**config.mk**
```make
export PLATFORM = sky130hd
export DESIGN_NAME = button_counter
export DESIGN_NICKNAME = d
export VERILOG_FILES = /design/src/rtl/button_counter.sv
export SDC_FILE = /design/constraint.sdc
export NUM_CORES = 1
export LEC_CHECK = 0
export CELL_PAD_IN_SITES_DETAIL_PLACEMENT = 0
export CELL_PAD_IN_SITES_GLOBAL_PLACEMENT = 2
export CORE_AREA = 2 2 99 101
export CTS_CLUSTER_DIAMETER = 50
export CTS_CLUSTER_SIZE = 25
export DETAILED_ROUTE_END_ITERATION = 10
export DIE_AREA = 0 0 101 103
export PLACE_DENSITY_LB_ADDON = 0.1
export SYNTH_ARGS = -nofsm -noshare
export SYNTH_HDL_FRONTEND = slang
export SYNTH_SLANG_ARGS = --single-unit
```
**constraint.sdc**
```tcl
create_clock -name clk -period 3.2 [get_ports clk]
set_input_delay 0.96 -clock clk [delete_from_list [all_inputs] [get_ports clk]]
set_output_delay 0.96 -clock clk [all_outputs]
set_load 0.005 [all_outputs]
```
**src/rtl/button_counter.sv**
```systemverilog
// Debounced, saturating up/down counter driven by two active-low push buttons.
// Optional auto-repeat on held buttons: define BUTTON_COUNTER_HOLD_REPEAT_EN.
module button_counter #(
  parameter int unsigned WIDTH           = 16,
  parameter int unsigned DEBOUNCE_CYCLES = 500000,
  parameter int unsigned REPEAT_DELAY    = 25000000,
  parameter int unsigned REPEAT_PERIOD   = 5000000
) (
  input  logic             clk,
  input  logic             rst_n,
  input  logic             btn_up_n,
  input  logic             btn_down_n,
  input  logic             clear,
  output logic [WIDTH-1:0] count_out,
  output logic             changed
);

  localparam int unsigned     CW      = (DEBOUNCE_CYCLES > 1) ? $clog2(DEBOUNCE_CYCLES) : 1;
  localparam logic [CW-1:0]   DB_LAST = CW'(DEBOUNCE_CYCLES - 1);
  localparam logic [WIDTH-1:0] CNT_MAX = '1;

  if (DEBOUNCE_CYCLES == 0 || REPEAT_PERIOD == 0 || REPEAT_PERIOD > REPEAT_DELAY) begin : g_bad_cfg
    $error("button_counter: invalid parameter combination");
  end

  // Index 0 is the up button, index 1 the down button.
  logic [1:0]       r_sync1, r_sync2;
  logic [1:0]       r_pressed, w_pressed_nxt;
  logic [1:0]       r_evt, w_evt_nxt;
  logic [CW-1:0]    r_db_cnt [2];
  logic [CW-1:0]    w_db_cnt_nxt [2];
  logic [1:0]       w_rep;
  logic [1:0]       w_step;
  logic [WIDTH-1:0] r_count, w_count_nxt;
  logic             r_changed, w_changed_nxt;

  always_comb begin
    for (int i = 0; i < 2; i++) begin
      w_pressed_nxt[i] = r_pressed[i];
      w_evt_nxt[i]     = 1'b0;
      w_db_cnt_nxt[i]  = '0;
      if (~r_sync2[i] != r_pressed[i]) begin
        if (r_db_cnt[i] == DB_LAST) begin
          w_pressed_nxt[i] = ~r_pressed[i];
          w_evt_nxt[i]     = ~r_pressed[i];
        end else begin
          w_db_cnt_nxt[i] = r_db_cnt[i] + CW'(1);
        end
      end
    end
  end

  always_ff @(posedge clk or negedge rst_n) begin
    if (!rst_n) begin
      r_sync1   <= 2'b11;
      r_sync2   <= 2'b11;
      r_pressed <= 2'b00;
      r_evt     <= 2'b00;
      for (int i = 0; i < 2; i++) r_db_cnt[i] <= '0;
    end else begin
      r_sync1   <= {btn_down_n, btn_up_n};
      r_sync2   <= r_sync1;
      r_pressed <= w_pressed_nxt;
      r_evt     <= w_evt_nxt;
      for (int i = 0; i < 2; i++) r_db_cnt[i] <= w_db_cnt_nxt[i];
    end
  end

`ifdef BUTTON_COUNTER_HOLD_REPEAT_EN
  // Hold counter restarts at 1 on the press event and again after each repeat.
  logic [1:0]  r_hold_act, r_hold_rep;
  logic [31:0] r_hold_cnt [2];

  always_comb begin
    for (int i = 0; i < 2; i++) begin
      w_rep[i] = r_hold_act[i] &&
                 (r_hold_cnt[i] == (r_hold_rep[i] ? REPEAT_PERIOD : REPEAT_DELAY));
    end
  end

  always_ff @(posedge clk or negedge rst_n) begin
    if (!rst_n) begin
      r_hold_act <= 2'b00;
      r_hold_rep <= 2'b00;
      for (int i = 0; i < 2; i++) r_hold_cnt[i] <= '0;
    end else begin
      for (int i = 0; i < 2; i++) begin
        if (clear || !r_pressed[i]) begin
          r_hold_act[i] <= 1'b0;
          r_hold_rep[i] <= 1'b0;
          r_hold_cnt[i] <= '0;
        end else if (r_evt[i]) begin
          r_hold_act[i] <= 1'b1;
          r_hold_rep[i] <= 1'b0;
          r_hold_cnt[i] <= 32'd1;
        end else if (w_rep[i]) begin
          r_hold_rep[i] <= 1'b1;
          r_hold_cnt[i] <= 32'd1;
        end else if (r_hold_act[i]) begin
          r_hold_cnt[i] <= r_hold_cnt[i] + 32'd1;
        end
      end
    end
  end
`else
  assign w_rep = 2'b00;
`endif

  assign w_step = r_evt | w_rep;

  always_comb begin
    w_count_nxt   = r_count;
    w_changed_nxt = 1'b0;
    if (clear) begin
      if (r_count != '0) begin
        w_count_nxt   = '0;
        w_changed_nxt = 1'b1;
      end
    end else if (w_step[0] && w_step[1]) begin
      w_count_nxt = r_count;
    end else if (w_step[0]) begin
      if (r_count != CNT_MAX) begin
        w_count_nxt   = r_count + WIDTH'(1);
        w_changed_nxt = 1'b1;
      end
    end else if (w_step[1]) begin
      if (r_count != '0) begin
        w_count_nxt   = r_count - WIDTH'(1);
        w_changed_nxt = 1'b1;
      end
    end
  end

  always_ff @(posedge clk or negedge rst_n) begin
    if (!rst_n) begin
      r_count   <= '0;
      r_changed <= 1'b0;
    end else begin
      r_count   <= w_count_nxt;
      r_changed <= w_changed_nxt;
    end
  end

  assign count_out = r_count;
  assign changed   = r_changed;

endmodule

```
==> impl_metrics.prom, run 1 <==
# TYPE chip_impl_metric gauge
chip_impl_info{name="outcome",value="completed"} 1
chip_impl_metric{name="critical_path_peak_fanout",unit=""} 17
chip_impl_metric{name="io_buffer_count",unit=""} 21
chip_impl_metric{name="number_of_enable_type_register_cells_in_the_synthesized_netlist",unit=""} 0
chip_impl_metric{name="place_congestion",unit=""} 0.781
chip_impl_metric{name="ys.warnings.count",unit=""} 0
chip_impl_metric{name="synth_seq_cells",unit=""} 63
chip_impl_metric{name="place_ws",unit="ps"} 514
chip_impl_info{name="crit_family",value="compound AO/OA/AOI/OAI gates"} 1
chip_impl_metric{name="detail_route.drc_violations",unit=""} 0
chip_impl_metric{name="postCtsSetupBuffers",unit=""} 0
chip_impl_metric{name="power_density",unit="nW/µm²"} 433
chip_impl_info{name="netlist_top_cells_area",value="sky130_fd_sc_hd__dfrtp_1, sky130_fd_sc_hd__xor2_1, sky130_fd_sc_hd__ha_1, sky130_fd_sc_hd__nor2_1, sky130_fd_sc_hd__xnor2_1"} 1
chip_impl_metric{name="route.detailed.vias_per_inst",unit=""} 5.30
chip_impl_metric{name="synth_seq_area_share",unit="%"} 44.3
chip_impl_metric{name="place.detailed.hpwl",unit="mm"} 5.32
chip_impl_info{name="synth_most_common_cell",value="sky130_fd_sc_hd__dfrtp_1"} 1
chip_impl_metric{name="cts_inserted_buffers",unit=""} 9
chip_impl_metric{name="ant_nets",unit=""} 0
chip_impl_metric{name="syn-mean-instance-area",unit="µm²"} 10.0
chip_impl_metric{name="synth_top_cell_area_share",unit="%"} 41.4
chip_impl_metric{name="finalHoldWorstSlack",unit="ps"} 357
chip_impl_info{name="worstHoldPathType",value="flip-flop to flip-flop"} 1
chip_impl_metric{name="synth_fp_nets",unit=""} 379
chip_impl_metric{name="total_routing_usage_gr",unit="%"} 15.9
chip_impl_metric{name="final_routed_wirelength",unit="mm"} 7.70
chip_impl_metric{name="max_cap_violations",unit=""} 0
chip_impl_metric{name="worst-path-stages",unit=""} 8
chip_impl_metric{name="htree_levels",unit=""} 3
chip_impl_metric{name="clkSinkCount",unit=""} 63
chip_impl_metric{name="fin_ws",unit="ps"} 563
chip_impl_info{name="cts_tree",value="built"} 1
chip_impl_metric{name="worst_skew_pair.late_latency",unit="ps"} 340
chip_impl_metric{name="vdd_ir_drop_max",unit="V"} 0.000178
chip_impl_metric{name="num-fill-cells",unit=""} 927
chip_impl_metric{name="die-height",unit="µm"} 103
chip_impl_metric{name="first_pass_iters",unit=""} 4
chip_impl_metric{name="antenna_found_initial",unit=""} 0
chip_impl_metric{name="crit_arrival",unit="ps"} 2870
chip_impl_info{name="worstSetupStartpointType",value="flip-flop"} 1
chip_impl_metric{name="pin_count_of_the_biggest_net_entering_global_routing",unit=""} 64
chip_impl_info{name="timing.rr.start",value="r_evt[0]"} 1
chip_impl_metric{name="seqCellArea",unit="µm²"} 1580
chip_impl_info{name="startpoint",value="r_evt[0]"} 1
chip_impl_metric{name="slew_violations",unit=""} 0
chip_impl_metric{name="worstMarginPinSlew",unit="ps"} 689
chip_impl_metric{name="die_width",unit="µm"} 101
chip_impl_metric{name="worst-path-buf-inv",unit=""} 1
chip_impl_info{name="synthTopCellsByCount",value="sky130_fd_sc_hd__dfrtp_1, sky130_fd_sc_hd__nor2_1, sky130_fd_sc_hd__nand2_1"} 1
chip_impl_info{name="critical_path_class",value="flip-flop to flip-flop"} 1
chip_impl_metric{name="grt_pass1_vias",unit=""} 2669
chip_impl_metric{name="synthArstFlopShare",unit="%"} 100
chip_impl_metric{name="overflow",unit=""} 0
chip_impl_metric{name="grt_first_pass_wirelength",unit="mm"} 12.9
chip_impl_metric{name="worst-r2r-setup-slack",unit="ps"} 560
chip_impl_metric{name="fin_nets",unit=""} 408
chip_impl_info{name="synth_area_leader",value="sky130_fd_sc_hd__dfrtp_1"} 1
chip_impl_metric{name="multi_input_area",unit="µm²"} 1920
chip_impl_metric{name="boundaryPins",unit=""} 22
chip_impl_info{name="worst_setup_path_end_kind",value="flip-flop"} 1
chip_impl_info{name="grt_setup_unrepaired",value="false"} 1
chip_impl_info{name="timing.critical_path.slowest_stage_cell",value="sky130_fd_sc_hd__inv_1"} 1
chip_impl_metric{name="path_clk_slew",unit="ps"} 70
chip_impl_info{name="critical_path.endpoint",value="count_out[15]"} 1
chip_impl_metric{name="clockBufferDepth",unit=""} 2
chip_impl_metric{name="syn_area",unit="µm²"} 3570
chip_impl_metric{name="floorplan.initialDensity",unit="%"} 37.7
chip_impl_metric{name="area_delta_synth_final",unit="%"} 15.4
chip_impl_metric{name="detail_route.wl_per_cell",unit="µm"} 15.2
chip_impl_metric{name="antenna_cells",unit=""} 0
chip_impl_metric{name="slowest_delay",unit="ps"} 470
chip_impl_metric{name="floorplan.die_area",unit="µm²"} 10400
chip_impl_metric{name="timing_hold_violations_final",unit=""} 0
chip_impl_info{name="synthFlopType",value="sky130_fd_sc_hd__dfrtp_1"} 1
chip_impl_metric{name="fin_setup_tns",unit="ps"} 0
chip_impl_metric{name="core_area",unit="µm²"} 9460
chip_impl_metric{name="finalSetupViolations",unit=""} 0
chip_impl_metric{name="dr_total_vias",unit=""} 2675
chip_impl_metric{name="postSynthCellCount",unit=""} 357
chip_impl_metric{name="timing.final.crit_period",unit="ps"} 2640
chip_impl_metric{name="worst_r2r_path_cells",unit=""} 8
chip_impl_metric{name="total_leakage_power",unit="nW"} 1.80
chip_impl_metric{name="final_core_util",unit="%"} 43.5
chip_impl_metric{name="timing.max_slew.rel_slack",unit="%"} 54.1
chip_impl_info{name="endpoint_of_the_most_critical_register_to_register_path",value="count_out[15]"} 1
chip_impl_metric{name="proportion_of_layout_cells_with_a_drive_suffix_above_1",unit="%"} 10.7
chip_impl_metric{name="row_count",unit=""} 36
chip_impl_info{name="worstPathCellList",value="inv_1 > ha_1 > a2111oi_4 > o21ai_1 > a221oi_2 > a221oi_1 > nor2_1 > nand2_1"} 1
chip_impl_metric{name="fin_worst_skew",unit="ps"} 7.84
chip_impl_metric{name="cp.required",unit="ps"} 3430
chip_impl_metric{name="fmax",unit="MHz"} 379
chip_impl_metric{name="cts-resized-gates",unit=""} 0
chip_impl_metric{name="yosys.cell_types.count",unit=""} 57
chip_impl_metric{name="initialDrtViolationCount",unit=""} 83
chip_impl_metric{name="holdBufCountCts",unit=""} 0
chip_impl_metric{name="fin_crit_sh",unit="%"} 82.4
chip_impl_info{name="cts_root_buf",value="sky130_fd_sc_hd__clkbuf_8"} 1
-- cells by family (layout without fill, tap and decap cells) --
logic type | Yosys count | in the layout | synth area share (%)
XOR/XNOR | 48 | 48 | 11.8
multiplexers | 1 | 1 | 0.280
AND/OR/NAND/NOR | 155 | 155 | 22.3
AO/OA/AOI/OAI | 60 | 60 | 13.4
adder cells (fa/ha/maj) | 17 | 17 | 6.17
flip-flops | 63 | 63 | 44.3
buffers and inverters | 13 | 47 | 1.79
-- report_power, final --
part           switching, W  total [W]  internal (W)  leakage [nW]
logic              0.000123   0.000217     0.0000936         0.831
clock network      0.000334   0.000735      0.000401         0.105
registers         0.0000165   0.000830      0.000814         0.860
-- per-layer routing --
metal | part of all wire (%) | GRT usage (%) | vias up
li1 | - | - | 1341
met1 | 48 | 20.8 | 1289
met2 | 48 | 25.8 | 35
met3 | 2.5 | 3.46 | 10
met4 | 1.7 | 6.03 | 0
met5 | 0 | 0 | -
-- flip-flops by register name, indices dropped and copies added (netlist names) --
signal	flops
changed	1
count_out	16
r_db_cnt	38
r_evt	2
r_pressed	2
r_sync1	2
r_sync2	2
-- cells in the final DEF, fill, tap and decap left out, types with 3 or more instances in the layout --
cell type	netlist	routed
sky130_fd_sc_hd__and3_1	6	6
sky130_fd_sc_hd__xor2_1	27	27
sky130_fd_sc_hd__nor4_1	7	7
sky130_fd_sc_hd__dfstp_2	4	4
sky130_fd_sc_hd__xnor2_1	21	21
sky130_fd_sc_hd__nor3_1	6	6
sky130_fd_sc_hd__clkdlybuf4s50_1	0	20
sky130_fd_sc_hd__ha_1	16	16
sky130_fd_sc_hd__nand4_1	14	14
sky130_fd_sc_hd__a21oi_1	7	7
sky130_fd_sc_hd__nor2_1	51	51
sky130_fd_sc_hd__o21ai_0	11	11
sky130_fd_sc_hd__dfrtp_1	59	59
sky130_fd_sc_hd__a211oi_1	3	3
sky130_fd_sc_hd__inv_1	8	8
sky130_fd_sc_hd__o21ai_2	5	5
sky130_fd_sc_hd__o21ai_1	7	7
sky130_fd_sc_hd__and4_1	4	4
sky130_fd_sc_hd__nand2_1	30	30
sky130_fd_sc_hd__nand3_1	16	16
sky130_fd_sc_hd__clkbuf_8	0	11
sky130_fd_sc_hd__and2_1	3	3
sky130_fd_sc_hd__a21o_1	5	5
-- final cells by class --
type	instances	share of cell area, %
Multi-Input combinational cell	281	46.7
Sequential cell	63	38.4
Timing Repair Buffer	23	5.65
Clock buffer	11	3.68
Tap cell	114	3.46
Clock inverter	5	1.37
Inverter	8	0.729
-- metrics by stage --
step | power, W | instance area, µm² | std cells
2_1_floorplan | 0.000995 | 3570 | 357
3_3_place_gp | 0.00107 | 3910 | 489
3_5_place_dp | 0.00107 | 3910 | 489
4_1_cts | 0.00181 | 4120 | 505
5_1_grt | 0.00188 | 4120 | 505
6_report | 0.00178 | 4120 | 505
-- worst min path at each step --
stage	start	to	slack (ps)	depth (start not counted)
CTS	r_sync1[0]	r_sync2[0]	360	0
detailed placement	r_sync1[0]	r_sync2[0]	350	0
finish	r_sync1[0]	r_sync2[0]	360	0
global route	r_sync1[0]	r_sync2[0]	370	0
floorplan	r_sync1[0]	r_sync2[0]	350	0
global placement	r_sync1[0]	r_sync2[0]	350	0
Note: power is estimated with default switching activity, not from simulation.
==> inputs of run 2 (changes only) <==
==> constraint.sdc (replaced) <==
create_clock -name clk -period 2.7 [get_ports clk]
set_input_delay 0.81 -clock clk [delete_from_list [all_inputs] [get_ports clk]]
set_output_delay 0.81 -clock clk [all_outputs]
set_load 0.005 [all_outputs]
==> impl_metrics.prom, run 2 (synthesized netlist as in run 1, its figures left out) <==
# TYPE chip_impl_metric gauge
chip_impl_info{name="outcome",value="completed"} 1
chip_impl_metric{name="io_buffer_count",unit=""} 21
chip_impl_metric{name="internal_power",unit="W"} 0.00163
chip_impl_metric{name="pin_count_of_the_biggest_net_entering_global_routing",unit=""} 46
chip_impl_metric{name="boundaryPins",unit=""} 22
chip_impl_metric{name="floorplan.die_area",unit="µm²"} 10400
chip_impl_info{name="timing.critical_path.slowest_stage_cell",value="sky130_fd_sc_hd__dfrtp_1"} 1
chip_impl_metric{name="total_switching_power",unit="W"} 0.000582
chip_impl_metric{name="htree_levels",unit=""} 3
chip_impl_metric{name="floorplan.initialDensity",unit="%"} 37.7
chip_impl_metric{name="dr_total_vias",unit=""} 2718
chip_impl_metric{name="total_routing_usage_gr",unit="%"} 16.8
chip_impl_metric{name="critical_path_peak_fanout",unit=""} 9
chip_impl_metric{name="largest_register_ffs",unit=""} 38
chip_impl_metric{name="clock_power_share",unit="%"} 43.7
chip_impl_metric{name="timing.final.crit_period",unit="ps"} 2480
chip_impl_metric{name="finalPower",unit="W"} 0.00221
chip_impl_metric{name="detail_route.drc_violations",unit=""} 0
chip_impl_metric{name="holdBufCountCts",unit=""} 0
chip_impl_info{name="final_cell_mix",value="sky130_fd_sc_hd__dfrtp_1, sky130_fd_sc_hd__nor2_1, sky130_fd_sc_hd__nand2_1, sky130_fd_sc_hd__xor2_1, sky130_fd_sc_hd__xnor2_1"} 1
chip_impl_metric{name="slowest_delay",unit="ps"} 440
chip_impl_metric{name="detail_route.wl_per_cell",unit="µm"} 15.2
chip_impl_info{name="grt_setup_unrepaired",value="false"} 1
chip_impl_metric{name="first_pass_iters",unit=""} 4
chip_impl_metric{name="fin_crit_sh",unit="%"} 92.0
chip_impl_metric{name="fin_nets",unit=""} 414
chip_impl_metric{name="initialDrtViolationCount",unit=""} 90
chip_impl_metric{name="max_cap_violations",unit=""} 0
chip_impl_metric{name="fmax",unit="MHz"} 402
chip_impl_metric{name="worst_skew_pair.late_latency",unit="ps"} 350
chip_impl_metric{name="finalSetupViolations",unit=""} 0
chip_impl_info{name="startpoint",value="r_evt[0]"} 1
chip_impl_info{name="worstHoldPathType",value="flip-flop to flip-flop"} 1
chip_impl_info{name="min_from",value="r_sync1[0]"} 1
chip_impl_metric{name="crit_arrival",unit="ps"} 2730
chip_impl_info{name="worstPathCellList",value="clkinvlp_4 > buf_12 > ha_1 > a2111oi_4 > o21ai_1 > a221oi_2 > a221oi_1 > nor2_1 > nand2_1"} 1
chip_impl_metric{name="row_count",unit=""} 36
chip_impl_info{name="layout.cells.most_common",value="sky130_fd_sc_hd__dfrtp_1"} 1
chip_impl_metric{name="cp.required",unit="ps"} 2950
chip_impl_metric{name="sequentialPowerShare",unit="%"} 44.6
chip_impl_metric{name="die-height",unit="µm"} 103
chip_impl_info{name="worstSetupStartpointType",value="flip-flop"} 1
chip_impl_metric{name="worst-path-buf-inv",unit=""} 2
chip_impl_metric{name="placed_cells",unit=""} 492
chip_impl_metric{name="grt_pass1_vias",unit=""} 2701
chip_impl_metric{name="clkSinkCount",unit=""} 63
chip_impl_metric{name="worst_r2r_path_cells",unit=""} 9
chip_impl_metric{name="die_width",unit="µm"} 101
chip_impl_metric{name="final_core_util",unit="%"} 44.4
chip_impl_metric{name="antenna_cells",unit=""} 0
chip_impl_metric{name="route.detailed.vias_per_inst",unit=""} 5.32
chip_impl_metric{name="fin_worst_skew",unit="ps"} 9.01
chip_impl_metric{name="worstMarginPinSlew",unit="ps"} 611
chip_impl_metric{name="antenna_found_initial",unit=""} 0
chip_impl_metric{name="p_comb_share",unit="%"} 11.7
chip_impl_metric{name="overflow",unit=""} 0
chip_impl_info{name="critical_path_class",value="flip-flop to flip-flop"} 1
chip_impl_metric{name="path_clk_slew",unit="ps"} 80
chip_impl_info{name="worst_setup_path_end_kind",value="flip-flop"} 1
chip_impl_metric{name="area_delta_synth_final",unit="%"} 17.7
chip_impl_info{name="crit_family",value="compound AO/OA/AOI/OAI gates"} 1
chip_impl_metric{name="timing_hold_violations_final",unit=""} 0
chip_impl_metric{name="proportion_of_layout_cells_with_a_drive_suffix_above_1",unit="%"} 12.3
chip_impl_metric{name="place.detailed.hpwl",unit="mm"} 5.57
chip_impl_metric{name="clockBufferDepth",unit=""} 2
chip_impl_metric{name="instances_no_fill",unit=""} 511
chip_impl_info{name="cts_root_buf",value="sky130_fd_sc_hd__clkbuf_8"} 1
chip_impl_metric{name="power_density",unit="nW/µm²"} 525
chip_impl_metric{name="worst-path-stages",unit=""} 9
chip_impl_metric{name="grt_first_pass_wirelength",unit="mm"} 13.5
chip_impl_info{name="cts_tree",value="built"} 1
chip_impl_metric{name="fin_setup_tns",unit="ps"} 0
chip_impl_metric{name="vdd_ir_drop_max",unit="V"} 0.000298
chip_impl_metric{name="slew_violations",unit=""} 0
chip_impl_metric{name="place_congestion",unit=""} 0.873
chip_impl_info{name="largest-register",value="r_db_cnt"} 1
chip_impl_metric{name="timing.max_slew.rel_slack",unit="%"} 59.2
chip_impl_metric{name="total_leakage_power",unit="nW"} 1.83
chip_impl_metric{name="min_path_cells",unit=""} 0
chip_impl_metric{name="num-fill-cells",unit=""} 961
chip_impl_metric{name="cts_inserted_buffers",unit=""} 9
chip_impl_metric{name="power_switching_share",unit="%"} 26.4
chip_impl_metric{name="core_area",unit="µm²"} 9460
chip_impl_metric{name="final_routed_wirelength",unit="mm"} 7.78
chip_impl_metric{name="ant_nets",unit=""} 0
chip_impl_info{name="timing.rr.start",value="r_evt[0]"} 1
run 2: worst reg2reg max path, delay by kind of cell (launching register included):
family	cells	cell delay, ps
compound gates	4	1050
flops	1	440
fa+ha+maj	1	360
buf+inv	2	350
simple gates	2	170
run 2: through the flow:
stage          hold slack, ps  area [µm²]  worst slack [ps]
3_5_place_dp              350        3930               168
4_1_cts                   362        4160               160
5_1_grt                   367        4200              25.7
6_report                  360        4200               216
2_1_floorplan             345        3570               395
3_3_place_gp              348        3930               235
run 2: routing by layer:
layer | vias up | share of wire [%] | GRT usage [%]
li1 | 1344 | - | -
met1 | 1315 | 48 | 22.2
met2 | 38 | 47 | 25.7
met3 | 21 | 2.1 | 3.05
met4 | 0 | 3.4 | 9.98
met5 | - | 0 | 0
run 2: final cells by class:
class                      count  area, µm²  share of cell area [%]
multi-input combinational    281       1920                    45.8
sequential                    63       1580                    37.6
timing repair buffer          29        290                    6.91
tap                          114        143                    3.39
clock buffer                  10        138                    3.27
clock inverter                 6       92.6                    2.20
inverter                       8       33.8                   0.804
run 2: power groups by stage:
stage	clock, W	sequential (W)	combinational, W
3_5_place_dp	0	0.00100	0.000262
4_1_cts	0.00100	0.000985	0.000263
6_report	0.000965	0.000984	0.000258
2_1_floorplan	0	0.000999	0.000181
5_1_grt	0.00104	0.000987	0.000286
3_3_place_gp	0	0.00100	0.000264
run 2: path summary, 6_finish.rpt:
kind / end / slack, ps
worst min-delay path: r_sync2[0] / 360
worst max register to register: count_out[15] / 220
worst max-delay path: count_out[15] / 220
worst min register to register: r_sync2[0] / 360
min in group asynchronous: r_db_cnt[17] / 430
max in group asynchronous: r_sync2[1] / 1620
run 2: timing repair:
| item | in CTS | in global routing |
|---|---|---|
| buffers inserted | 0 | 3 |
| endpoints found under the setup margin | 0 | 1 |
| resized for setup | 0 | 1 |
